===== config.mk =====
export PLATFORM = sky130hd
export DESIGN_NAME = dot_score
export DESIGN_NICKNAME = d
export VERILOG_FILES = /design/src/rtl/dot_pkg.sv /design/src/rtl/dot_popcount.sv /design/src/rtl/dot_score.sv
export SDC_FILE = /design/constraint.sdc
export NUM_CORES = 1
export LEC_CHECK = 0
export ABC_CLOCK_PERIOD_IN_PS = 10400
export BUFFER_PORTS_ARGS = -buffer_cell sky130_fd_sc_hd__buf_4
export CAP_MARGIN = 20
export CORE_MARGIN = 8
export CORE_UTILIZATION = 35
export CTS_CLUSTER_DIAMETER = 200
export DETAILED_ROUTE_END_ITERATION = 8
export GPL_TIMING_DRIVEN = 0
export PLACE_DENSITY_LB_ADDON = 0.05
export REMOVE_ABC_BUFFERS = 1
export SYNTH_ARGS = -nofsm -noshare
export SYNTH_HDL_FRONTEND = slang
export SYNTH_SLANG_ARGS = --single-unit

===== constraint.sdc =====
create_clock -name Clk -period 10.4 [get_ports Clk]
set_input_delay 2.08 -clock Clk [delete_from_list [all_inputs] [get_ports Clk]]
set_output_delay 2.08 -clock Clk [all_outputs]
set_load 0.05 [all_outputs]

===== src/rtl/dot_pkg.sv =====
// Shared constants, FSM state type and score saturation helper for the dot/score block.
package dot_pkg;

  localparam int NUM_DOTS  = 32;
  localparam int DOT_CNT_W = 6;
  localparam int SCORE_W   = 16;
  localparam int LEVEL_W   = 4;

  typedef enum logic [1:0] {
    ST_PLAY    = 2'd0,
    ST_CLEAR   = 2'd1,
    ST_RESTART = 2'd2
  } dot_score_state_t;

  // Adds a 32-bit increment to the score, pinning at all-ones instead of wrapping.
  function automatic logic [SCORE_W-1:0] sat_add(input logic [SCORE_W-1:0] base,
                                                 input logic [31:0]        add);
    logic [32:0] sum;
    sum = {17'b0, base} + {1'b0, add};
    if (sum > 33'({SCORE_W{1'b1}})) return '1;
    return sum[SCORE_W-1:0];
  endfunction

endpackage


===== src/rtl/dot_popcount.sv =====
// Combinational population count of the 32 dot flags.
module dot_popcount
  import dot_pkg::*;
(
  input  logic [NUM_DOTS-1:0]  i_bits,
  output logic [DOT_CNT_W-1:0] o_count
);

  always_comb begin
    // NOTE: blocking '=' is intentional here; each iteration must see the previous partial sum.
    o_count = '0;
    for (int i = 0; i < NUM_DOTS; i++) begin
      o_count = o_count + DOT_CNT_W'(i_bits[i]);
    end
  end

endmodule


===== src/rtl/dot_score.sv =====
// Score, dot count and level sequencing for the maze game.
// Optional level-clear bonus enabled by defining DOT_SCORE_BONUS_EN.
module dot_score
  import dot_pkg::*;
#(
  parameter int unsigned POINTS_PER_DOT = 10,
  parameter int unsigned CLEAR_FRAMES   = 120,
  parameter int unsigned LEVEL_BONUS    = 500
) (
  input  logic                 Clk,
  input  logic                 Reset,
  input  logic [NUM_DOTS-1:0]  eaten,
  input  logic                 frame_tick,
  output logic [SCORE_W-1:0]   score,
  output logic [DOT_CNT_W-1:0] dots_remaining,
  output logic [LEVEL_W-1:0]   level,
  output logic                 level_clear,
  output logic                 level_reset
);

`ifdef DOT_SCORE_BONUS_EN
  localparam logic [31:0] BONUS_PTS = 32'(LEVEL_BONUS);
`else
  localparam logic [31:0] BONUS_PTS = 32'(LEVEL_BONUS) * 32'd0;
`endif

  dot_score_state_t      r_state;
  dot_score_state_t      w_state_nxt;
  logic [NUM_DOTS-1:0]   r_eaten_q;
  logic [7:0]            r_frame_cnt;
  logic [NUM_DOTS-1:0]   w_new;
  logic [DOT_CNT_W-1:0]  w_new_cnt;
  logic [DOT_CNT_W-1:0]  w_eaten_cnt;
  logic                  w_all_eaten;
  logic                  w_last_frame;
  logic [31:0]           w_add;

  // Only 0->1 transitions score; a dot that reappears and is eaten again scores again.
  assign w_new        = eaten & ~r_eaten_q;
  assign w_all_eaten  = &eaten;
  assign w_last_frame = (r_frame_cnt == 8'(CLEAR_FRAMES - 1));

  dot_popcount u_pop_new   (.i_bits(w_new), .o_count(w_new_cnt));
  dot_popcount u_pop_eaten (.i_bits(eaten), .o_count(w_eaten_cnt));

  always_comb begin
    // NOTE: defaults first so every path assigns every output; otherwise a latch is inferred.
    w_state_nxt = r_state;
    w_add       = '0;
    case (r_state)
      ST_PLAY: begin
        w_add = 32'(w_new_cnt) * POINTS_PER_DOT;
        if (w_all_eaten) begin
          w_state_nxt = ST_CLEAR;
          w_add       = w_add + BONUS_PTS;
        end
      end
      ST_CLEAR:   if (frame_tick && w_last_frame) w_state_nxt = ST_RESTART;
      ST_RESTART: w_state_nxt = ST_PLAY;
      default:    w_state_nxt = ST_PLAY;
    endcase
  end

  // NOTE: non-blocking '<=' for all state so every register samples pre-edge values.
  always_ff @(posedge Clk) begin
    if (Reset) begin
      r_state        <= ST_PLAY;
      r_eaten_q      <= '0;
      r_frame_cnt    <= '0;
      score          <= '0;
      dots_remaining <= DOT_CNT_W'(NUM_DOTS);
      level          <= '0;
      level_clear    <= 1'b0;
      level_reset    <= 1'b0;
    end else begin
      r_state        <= w_state_nxt;
      r_eaten_q      <= eaten;
      dots_remaining <= DOT_CNT_W'(NUM_DOTS) - w_eaten_cnt;
      score          <= sat_add(score, w_add);
      // Flags track the next state so they line up exactly with the registered state.
      level_clear    <= (w_state_nxt == ST_CLEAR);
      level_reset    <= (w_state_nxt == ST_RESTART);
      if (r_state == ST_CLEAR && frame_tick) begin
        r_frame_cnt <= r_frame_cnt + 8'd1;
      end else if (r_state == ST_RESTART) begin
        r_frame_cnt <= '0;
      end
      if (r_state == ST_RESTART && level != '1) begin
        level <= level + 1'b1;
      end
    end
  end

endmodule

==> results.sh <==
export IMPL_status="finished clean"
export IMPL_path_max_fanout=10
export IMPL_area_growth_pct=18.58
export IMPL_synth_mux_area_share_pct=1.418
export IMPL_max_stage_delay_ps=550
export IMPL_yosysTopAreaCellShare_pct=26.92
export IMPL_cts_setup_buffers=0
export IMPL_grtUsageTotal_pct=13.38
export IMPL_core_area_mm2=0.01453
export IMPL_grt_ovfl_total=0
export IMPL_cts_sinks=70
export IMPL_grt_pass1_wl_mm=19.35
export IMPL_h_tree_depth=3
export IMPL_ys_seq_area_share_pct=26.92
export IMPL_finalSetupTns_ps=0
export IMPL_final_hold_violation_count=0
export IMPL_hold_buffers=0
export IMPL_synth_top_family_by_area="adder cells"
export IMPL_post_synth_fa_ha_maj_area_fraction_pct=34.61
export IMPL_firstDrtPassIters=4
export IMPL_place_hpwl_mm=9.362
export IMPL_ys_warn_count=0
export IMPL_insertion_delay_ps=350
export IMPL_routed_via_count=3732
export IMPL_ant_nets=0
export IMPL_required_ps=10600
export IMPL_fin_nets=764
export IMPL_crit_arrival_ps=10130
export IMPL_rsz0062_at_grt="false"
export IMPL_cts_tree="done"
export IMPL_yosysMostFrequentCell="inv_1"
export IMPL_netlist_area_mm2=0.005206
export IMPL_critPathKind="in -> reg"
export IMPL_die_width_um=138.0
export IMPL_wl_per_cell_um=14.71
export IMPL_postSynth_asyncResetShare_pct=0
export IMPL_rows=44
export IMPL_max_slew_worst_pin_slew_ps=833.9
export IMPL_cp_end_kind="flop"
export IMPL_period_share_pct=95.47
export IMPL_clock_root_buffer="clkbuf_16"
export IMPL_dieHeight_um=138.0
export IMPL_ys_ff_latch=70
export IMPL_drt_iter0_drc=148
export IMPL_drv_cap=0
export IMPL_fin_skew_ps=8.390
export IMPL_via_per_inst=4.642
export IMPL_synthXorXnorAreaFrac_pct=2.692
export IMPL_dp_cells=788
export IMPL_place_ws_ps=-165.0
export IMPL_synth_compound_area_share_pct=10.12
export IMPL_relSlewSlack_pct=44.41
export IMPL_grt_max_degree=68
export IMPL_synthSimpleGateAreaFrac_pct=15.07
export IMPL_start_util_pct=35.82
export IMPL_die_area_mm2=0.01903
export IMPL_cp_slowest_cell="fa_1"
export IMPL_numCtsBuffers=9
export IMPL_layout_drive_gt1_share_pct=16.13
export IMPL_clkTransAtPathRegs_ps=60
export IMPL_synthTopCellsByCount="109 x inv_1, 70 x dfxtp_1, 64 x ha_1, 61 x nor2_1, 50 x fa_1"
export IMPL_io_buffers=62
export IMPL_crit_top_cell="fa_1"
export IMPL_pin_count=63
export IMPL_yosysTopAreaCell="dfxtp_1"
export IMPL_start_kind="input port"
export IMPL_drc=0
export IMPL_ys_dominant_reg_cell="dfxtp_1"
export IMPL_fin_cells=804
export IMPL_synth_area_leaders="dfxtp_1 27%, fa_1 19%, ha_1 15%, inv_1 7.9%, nor2_1 4.4%"
export IMPL_synthDistinctLibCells=54
export IMPL_slew_viol_final=0
export IMPL_min_period_ps=9929
export IMPL_fmax_mhz=100.7
export IMPL_n_antenna_cell=0
export IMPL_setup_viol=0
export IMPL_hp_class="reg -> reg"
export IMPL_antenna_found_initial=0
export IMPL_routabilityCongestion=0.7841
export IMPL_cts_path_max_buffers=2
export IMPL_synth_edff_count=0
export IMPL_ctsResizeCount=0
export IMPL_avgSynthCellArea_um2=9.398
export IMPL_grt_pass1_vias=3882
export IMPL_wl_mm=11.83
export IMPL_syn_instance_count=554
export IMPL_setup_ws_ps=470.8
layout make-up:
cell class | count | area, um^2
Clock inverter | 7 | 97.59
Tap cell | 184 | 230.2
Timing Repair Buffer | 62 | 465.4
Fill cell | 1508 | 8361
Clock buffer | 9 | 225.2
Multi-Input combinational cell | 362 | 3341
Inverter | 110 | 412.9
Sequential cell | 70 | 1401
through the flow:
stage | hold WS [ps] | util [%] | area, um^2
finish | 452.0 | 42.48 | 6173
floorplan | 488.8 | - | 5141
global route | 471.7 | 42.48 | 6173
CTS | 454.2 | 42.38 | 6160
global placement | 440.8 | 40.16 | 5837
detailed placement | 444.2 | 40.16 | 5837
path summary, 6_finish.rpt:
check / start / end / slack (ps) / cells after the start
worst min-delay path: score[0] / score[0] / 450 / 2
worst max-delay path: eaten[0] / score[13] / 470 / 30
worst max register to register: r_eaten_q[0] / score[13] / 2090 / 29
worst min register to register: score[0] / score[0] / 450 / 2
layout by cell type (no fill, tap or decap), drive strengths merged, types with 4 or more instances in the layout:
cell	count
inv	111
ha	64
a21oi	30
mux2i	4
o21ai	9
xnor2	8
nand2	14
nand3	11
nand2b	19
nor3	9
and2	7
dfxtp	70
nor2b	14
nand4	8
xor2	8
nor2	61
buf	62
fa	50
clkbuf	9
a21o	9
metal layers:
metal	routed length [um]	up-vias	part of all wire, %	track usage, %
met3	590	12	5.0	4.167
met5	0	-	0	0
met4	187	0	1.6	4.179
met1	5289	1780	45	16.14
li1	-	1887	-	-
met2	5760	53	49	22.28
worst max-delay path: cells and delay by family:
family	cells	cell delay, ps
AOI/OAI and AO/OA	8	1390
buffers and inverters	5	370
and+or+nand+nor	2	440
muxes	1	220
adders and majority gates	12	5240
xor gates and xnor gates	2	390
state kept, by name, summed over array words and instances, names as in the netlist:
signal and count:
dots_remaining 6, level 4, level_clear 1, level_reset 1, r_eaten_q 32, r_frame_cnt 8
r_state 2, score 16
cell families after synthesis:
group                      after synthesis
buffers and inverters                  122
xor gates and xnor gates                16
adders and majority gates              114
DFF                                     70
AOI/OAI and AO/OA                       70
muxes                                    7
and+or+nand+nor                        155
Power is left out: the tool's default activity adds up to more than one toggle a clock period on the data nets, which glitch-free logic cannot reach.
